$ cat config.mk
export PLATFORM = sky130hd
export DESIGN_NAME = tcu_priv_reg_arbiter
export DESIGN_NICKNAME = d
export VERILOG_FILES = /design/src/rtl/tcu_priv_reg_arbiter.sv
export SDC_FILE = /design/constraint.sdc
export NUM_CORES = 1
export LEC_CHECK = 0
export BUFFER_PORTS_ARGS = -buffer_cell sky130_fd_sc_hd__buf_2
export CORE_AREA = 5 5 218 220
export DETAILED_ROUTE_END_ITERATION = 12
export DIE_AREA = 0 0 223 225
export GPL_ROUTABILITY_DRIVEN = 0
export SLEW_MARGIN = 20
export SYNTH_ARGS = -nofsm -noshare
export SYNTH_HDL_FRONTEND = slang
export SYNTH_SLANG_ARGS = --single-unit
$ cat constraint.sdc
create_clock -name clk_i -period 4.1 [get_ports clk_i]
set_clock_uncertainty 0.2 [all_clocks]
set_input_delay 0.205 -clock clk_i [delete_from_list [all_inputs] [get_ports clk_i]]
set_output_delay 0.205 -clock clk_i [all_outputs]
set_load 0.005 [all_outputs]
$ cat src/rtl/tcu_priv_reg_arbiter.sv
// Round-robin arbiter sharing the TCU privileged register port among NUM_REQ requesters,
// with per-requester locking for atomic multi-access sequences and one-cycle read return routing.
module tcu_priv_reg_arbiter #(
  parameter int NUM_REQ   = 3,
  parameter int ADDR_SIZE = 32,
  parameter int DATA_SIZE = 64,
  parameter int BSEL_SIZE = 8
) (
  input  logic                           clk_i,
  input  logic                           reset_i,
  input  logic [NUM_REQ-1:0]             req_en_i,
  input  logic [NUM_REQ-1:0]             req_lock_i,
  input  logic [NUM_REQ*BSEL_SIZE-1:0]   req_wben_i,
  input  logic [NUM_REQ*ADDR_SIZE-1:0]   req_addr_i,
  input  logic [NUM_REQ*DATA_SIZE-1:0]   req_wdata_i,
  output logic [NUM_REQ-1:0]             req_stall_o,
  output logic [NUM_REQ-1:0]             req_rvalid_o,
  output logic [DATA_SIZE-1:0]           req_rdata_o,
  output logic                           reg_en_o,
  output logic [BSEL_SIZE-1:0]           reg_wben_o,
  output logic [ADDR_SIZE-1:0]           reg_addr_o,
  output logic [DATA_SIZE-1:0]           reg_wdata_o,
  input  logic [DATA_SIZE-1:0]           reg_rdata_i,
  input  logic                           reg_stall_i,
  output logic [NUM_REQ-1:0]             lock_owner_o
);

  localparam int IDX_W = (NUM_REQ > 1) ? $clog2(NUM_REQ) : 1;
  localparam int SUM_W = IDX_W + 1;

  localparam logic [0:0] S_FREE   = 1'b0;
  localparam logic [0:0] S_LOCKED = 1'b1;

  logic [0:0]         state_q,    state_d;
  logic [IDX_W-1:0]   owner_q,    owner_d;
  logic [IDX_W-1:0]   last_q,     last_d;
  logic               hold_q,     hold_d;
  logic [IDX_W-1:0]   hold_idx_q, hold_idx_d;
  logic [NUM_REQ-1:0] rd_pend_q,  rd_pend_d;

  logic               grant_vld;
  logic [IDX_W-1:0]   grant_idx;
  logic [NUM_REQ-1:0] grant_oh;
  logic [NUM_REQ-1:0] owner_oh;
  logic [SUM_W-1:0]   scan_sum;
  logic [IDX_W-1:0]   scan_idx;
  logic               accept;
  logic               grant_is_read;

  logic [BSEL_SIZE-1:0] mux_wben;
  logic [ADDR_SIZE-1:0] mux_addr;
  logic [DATA_SIZE-1:0] mux_wdata;
  logic [NUM_REQ-1:0]   stall_vec;

  // A stalled free-state grant is held so a newly asserting requester cannot
  // steal the port while the register file is still busy with this one.
  // NOTE: every signal assigned in a combinational block gets a default first, otherwise a latch is inferred.
  always_comb begin
    grant_vld = 1'b0;
    grant_idx = '0;
    scan_sum  = '0;
    scan_idx  = '0;
    if (state_q == S_LOCKED) begin
      grant_vld = req_en_i[owner_q];
      grant_idx = owner_q;
    end else if (hold_q && req_en_i[hold_idx_q]) begin
      grant_vld = 1'b1;
      grant_idx = hold_idx_q;
    end else begin
      // Scan farthest to nearest so the nearest requester after last_q is the final winner.
      for (int k = NUM_REQ; k >= 1; k--) begin
        scan_sum = {1'b0, last_q} + SUM_W'(k);
        if (scan_sum >= SUM_W'(NUM_REQ)) scan_sum = scan_sum - SUM_W'(NUM_REQ);
        scan_idx = scan_sum[IDX_W-1:0];
        if (req_en_i[scan_idx]) begin
          grant_vld = 1'b1;
          grant_idx = scan_idx;
        end
      end
    end
  end

  assign grant_oh = NUM_REQ'(1) << grant_idx;
  assign owner_oh = NUM_REQ'(1) << owner_q;

  always_comb begin
    mux_wben  = '0;
    mux_addr  = '0;
    mux_wdata = '0;
    stall_vec = '0;
    for (int i = 0; i < NUM_REQ; i++) begin
      if (grant_vld && grant_idx == IDX_W'(i)) begin
        mux_wben     = req_wben_i[i*BSEL_SIZE +: BSEL_SIZE];
        mux_addr     = req_addr_i[i*ADDR_SIZE +: ADDR_SIZE];
        mux_wdata    = req_wdata_i[i*DATA_SIZE +: DATA_SIZE];
        stall_vec[i] = reg_stall_i;
      end else begin
        stall_vec[i] = req_en_i[i];
      end
    end
  end

  assign accept        = grant_vld & ~reg_stall_i;
  assign grant_is_read = (mux_wben == '0);

  assign reg_en_o     = grant_vld & ~reset_i;
  assign reg_wben_o   = reset_i ? '0 : mux_wben;
  assign reg_addr_o   = reset_i ? '0 : mux_addr;
  assign reg_wdata_o  = reset_i ? '0 : mux_wdata;
  assign req_stall_o  = reset_i ? '1 : stall_vec;
  assign req_rvalid_o = reset_i ? '0 : rd_pend_q;
  assign req_rdata_o  = reg_rdata_i;
  assign lock_owner_o = (reset_i || state_q != S_LOCKED) ? '0 : owner_oh;

  always_comb begin
    state_d    = state_q;
    owner_d    = owner_q;
    last_d     = last_q;
    hold_d     = 1'b0;
    hold_idx_d = hold_idx_q;
    rd_pend_d  = '0;
    if (accept) begin
      last_d = grant_idx;
      if (grant_is_read) rd_pend_d = grant_oh;
      if (state_q == S_FREE) begin
        if (req_lock_i[grant_idx]) begin
          state_d = S_LOCKED;
          owner_d = grant_idx;
        end
      end else if (!req_lock_i[owner_q]) begin
        state_d = S_FREE;
      end
    end else if (grant_vld && state_q == S_FREE) begin
      hold_d     = 1'b1;
      hold_idx_d = grant_idx;
    end
    // Abandoned lock: release and resume arbitration after the former owner.
    if (state_q == S_LOCKED && !req_en_i[owner_q] && !req_lock_i[owner_q]) begin
      state_d = S_FREE;
      last_d  = owner_q;
    end
  end

  // NOTE: sequential state uses non-blocking assignments so all registers update from pre-edge values.
  always_ff @(posedge clk_i) begin
    if (reset_i) begin
      state_q    <= S_FREE;
      owner_q    <= '0;
      last_q     <= IDX_W'(NUM_REQ - 1);
      hold_q     <= 1'b0;
      hold_idx_q <= '0;
      rd_pend_q  <= '0;
    end else begin
      state_q    <= state_d;
      owner_q    <= owner_d;
      last_q     <= last_d;
      hold_q     <= hold_d;
      hold_idx_q <= hold_idx_d;
      rd_pend_q  <= rd_pend_d;
    end
  end

endmodule

==> metrics.md <==
| Metric | Value |
|---|---|
| Clock root cell | `clkbuf_16` |
| Most frequent cell after synthesis | `nor2_1` |
| Kind of cell adding the most delay to the critical path | `buffers and inverters` |
| Top post-synthesis cells by area | `mux2i_1 27%, nor2_1 20%, buf_4 14%` |
| Layout area overhead | `59.3%` |
| Logic gate share of total power | `89.8%` |
| Vias in the first global route | `5,855` |
| Synth top cells by count | `218 x nor2_1, 112 x mux2i_1, 108 x a21oi_1` |
| Async S/R FF share, synth | `0%` |
| Die area | `50,200 sq um` |
| Synth Warn # | `0` |
| Hold_buf cts | `0` |
| Sequential share of power | `4.7%` |
| Clock power share | `5.5%` |
| Tot Pwr | `0.00326 W` |
| Wire per inst | `14.5 microns` |
| Power Density | `497 nW/um^2` |
| RSZ-0062 raised after global routing | `no` |
| Tcrit/Tclk final | `93.7%` |
| CP Capture Type | `primary output` |
| Kind of critical path | `register to primary output` |
| Buf/Inv on CP | `5` |
| Worst VDD drop | `0.000358 V` |
| # setup viols final | `0` |
| Fmax | `260 MHz` |
| DRC | `0` |
| Number of synthesized flops with an enable pin | `0` |
| Die Y | `225 microns` |
| Worst-path clk slew | `40 ps` |
| Total grt overflow | `0` |
| Seq/Total Area, Yosys | `5.34%` |
| Synth Register Bits | `11` |
| IO Port Bufs | `434` |
| Worst Path Max Fanout | `62` |
| DR vias | `5,842` |
| Yosys cell types | `52` |
| Std-Cell Rows | `78` |
| Initial Util | `9.15%` |
| CTS tree | `done` |
| Setup TNS | `0 ps` |
| Ports | `563` |
| H-tree levels | `1` |
| Tightest Pin Transition | `814 ps` |
| Worst skew pair latency | `240 ps` |
| Final #Nets | `1,382` |
| Mapped Area | `4120 sq um` |
| Slowest Stage Delay on Critical Path | `450 ps` |
| Syn Nets | `1,048` |
| Initial antenna violation count | `5` |
| CP Cell Sequence | `inv_1 -> ha_1 -> inv_1 -> o21ai_0 -> a31oi_2 -> o31ai_4 -> buf_12 -> buf_4 -> mux2i_1 -> nor2_1 -> a21oi_1 -> nor2_1 -> buf_2` |
| Slew headroom | `45.7%` |
| Core footprint | `45,100 sq um` |
| Min Tclk post-route | `3840 ps` |
| Antenna cells | `0` |
| CP Launch Type | `register` |
| Min-Delay Path Class | `primary input to register` |
| Max clock buf depth | `2` |
| Final antenna-violating net count | `0` |
| Synth top area share | `27.2%` |
| Mapped Cells | `660` |
| Leakage | `3.32 nW` |
| Initial DRT Pass Iterations | `5` |
| TritonCTS Buffers | `3` |
| Fraction of layout cells with a size suffix above 1 | `46.7%` |
| Largest area contributor in the netlist | `mux2i_1` |
| CTS sink count | `11` |
| GRT Util Overall | `8.25%` |
| Largest net degree at the start of global routing | `72` |
| Global-route wire length before repair | `33,200 microns` |
| Die Wd | `223 microns` |
| Syn avg cell area | `6.25 sq um` |
| Most used flip-flop cell after synthesis | `dfxtp_1` |
| Final HPWL DP | `19,700 microns` |
| Net Sw Frac | `53.8%` |
| Internal Power | `0.00151 W` |
| Vias per inst | `3.67` |
| Crit path required time | `3690 ps` |
| WL final | `23,100 microns` |
| Outcome | `finished clean` |
| CP max-delay cell | `dfxtp_1` |
| CP Data Arrival Time | `3440 ps` |
| DRT iter0 DRCs | `293` |
| Net Switching | `0.00176 W` |
| Fin. max-slew vios | `0` |
| Max Cap Viol | `0` |
| Fin. Hold Viols | `0` |
## repair_timing
action                     4_1_cts  5_1_grt
gates resized for setup          0        1
setup endpoints to repair        0        9
setup buffers                    0        0
## stage by stage
stage	utilization [%]	setup WS, ps	area, sq um	cells	hold slack [ps]
floorplan	-	1110	4120	660	206
global placement	14.4	397	6480	1590	210
detailed placement	14.4	364	6480	1590	210
CTS	14.6	93.6	6560	1594	113
global route	14.6	24.2	6570	1593	138
finish	14.6	260	6570	1593	119
## worst reg2reg max path: stages (launching register included)
cell	delay [ps]
dfxtp_1	450
inv_1	120
ha_1	420
inv_1	120
o21ai_0	110
a31oi_2	320
o31ai_4	140
buf_12	260
and2_1	260
a221o_1	380
a2111oi_2	510
and3_1	240
## path summary, 6_finish.rpt
check / from / end / slack [ps] / depth (start not counted)
min: req_wben_i[4] / rd_pend_q[0] / 120 / 3
max reg2reg: last_q[0] / rd_pend_q[2] / 520 / 11
max: last_q[0] / reg_addr_o[31] / 260 / 13
min reg2reg: hold_idx_q[0] / hold_idx_q[0] / 390 / 2
## registers in the layout (all words and copies together) (netlist names)
signal	cells
hold_q	1
rd_pend_q	3
owner_q	2
state_q	1
last_q	2
hold_idx_q	2
## power by group through the flow
stage	Sequential [W]	Clock, W	Combinational, W
after floorplan	0.000136	0	0.00196
after global placement	0.000153	0	0.00296
after detailed placement	0.000154	0	0.00297
after CTS	0.000152	0.000185	0.00298
after global routing	0.000156	0.000193	0.00329
final	0.000153	0.000180	0.00293
## cell families (layout without fill, tap and decap cells)
kind of cell | after synthesis | in the layout | synth area share [%]
buf+inv | 130 | 463 | 19.5
flops | 11 | 11 | 5.34
compound gates | 138 | 138 | 20.1
simple gates | 265 | 265 | 26.6
fa+ha+maj | 3 | 3 | 0.910
mux | 113 | 113 | 27.5
## metal layers
| metal | up-vias | part of all wire, % | global-route usage (%) |
|---|---|---|---|
| met5 | - | 0.091 | 0 |
| met4 | 4 | 3.1 | 2.43 |
| met3 | 58 | 11 | 2.63 |
| met2 | 347 | 48 | 14.2 |
| met1 | 2595 | 38 | 9.84 |
| li1 | 2838 | - | - |
## layout by cell type (no fill, tap or decap), drive strengths merged, types with 3 or more instances in the layout
| master | instances |
|---|---|
| o21ai | 6 |
| ha | 3 |
| nor3 | 8 |
| mux2i | 113 |
| buf | 449 |
| o31ai | 3 |
| nor2b | 5 |
| o32ai | 3 |
| inv | 10 |
| nand3b | 3 |
| nor4 | 3 |
| and3 | 4 |
| nor2 | 218 |
| nand2b | 3 |
| a21oi | 109 |
| clkbuf | 4 |
| nand2 | 9 |
| dfxtp | 11 |
## cell type report
class / count / area (sq um)
timing repair buffer: 449 / 2360
tap: 600 / 751
inverter: 10 / 37.5
clock buffer: 4 / 78.8
fill: 5308 / 38500
multi-input combinational: 519 / 3120
sequential: 11 / 220
No activity file was read; power rests on OpenSTA's default activity.
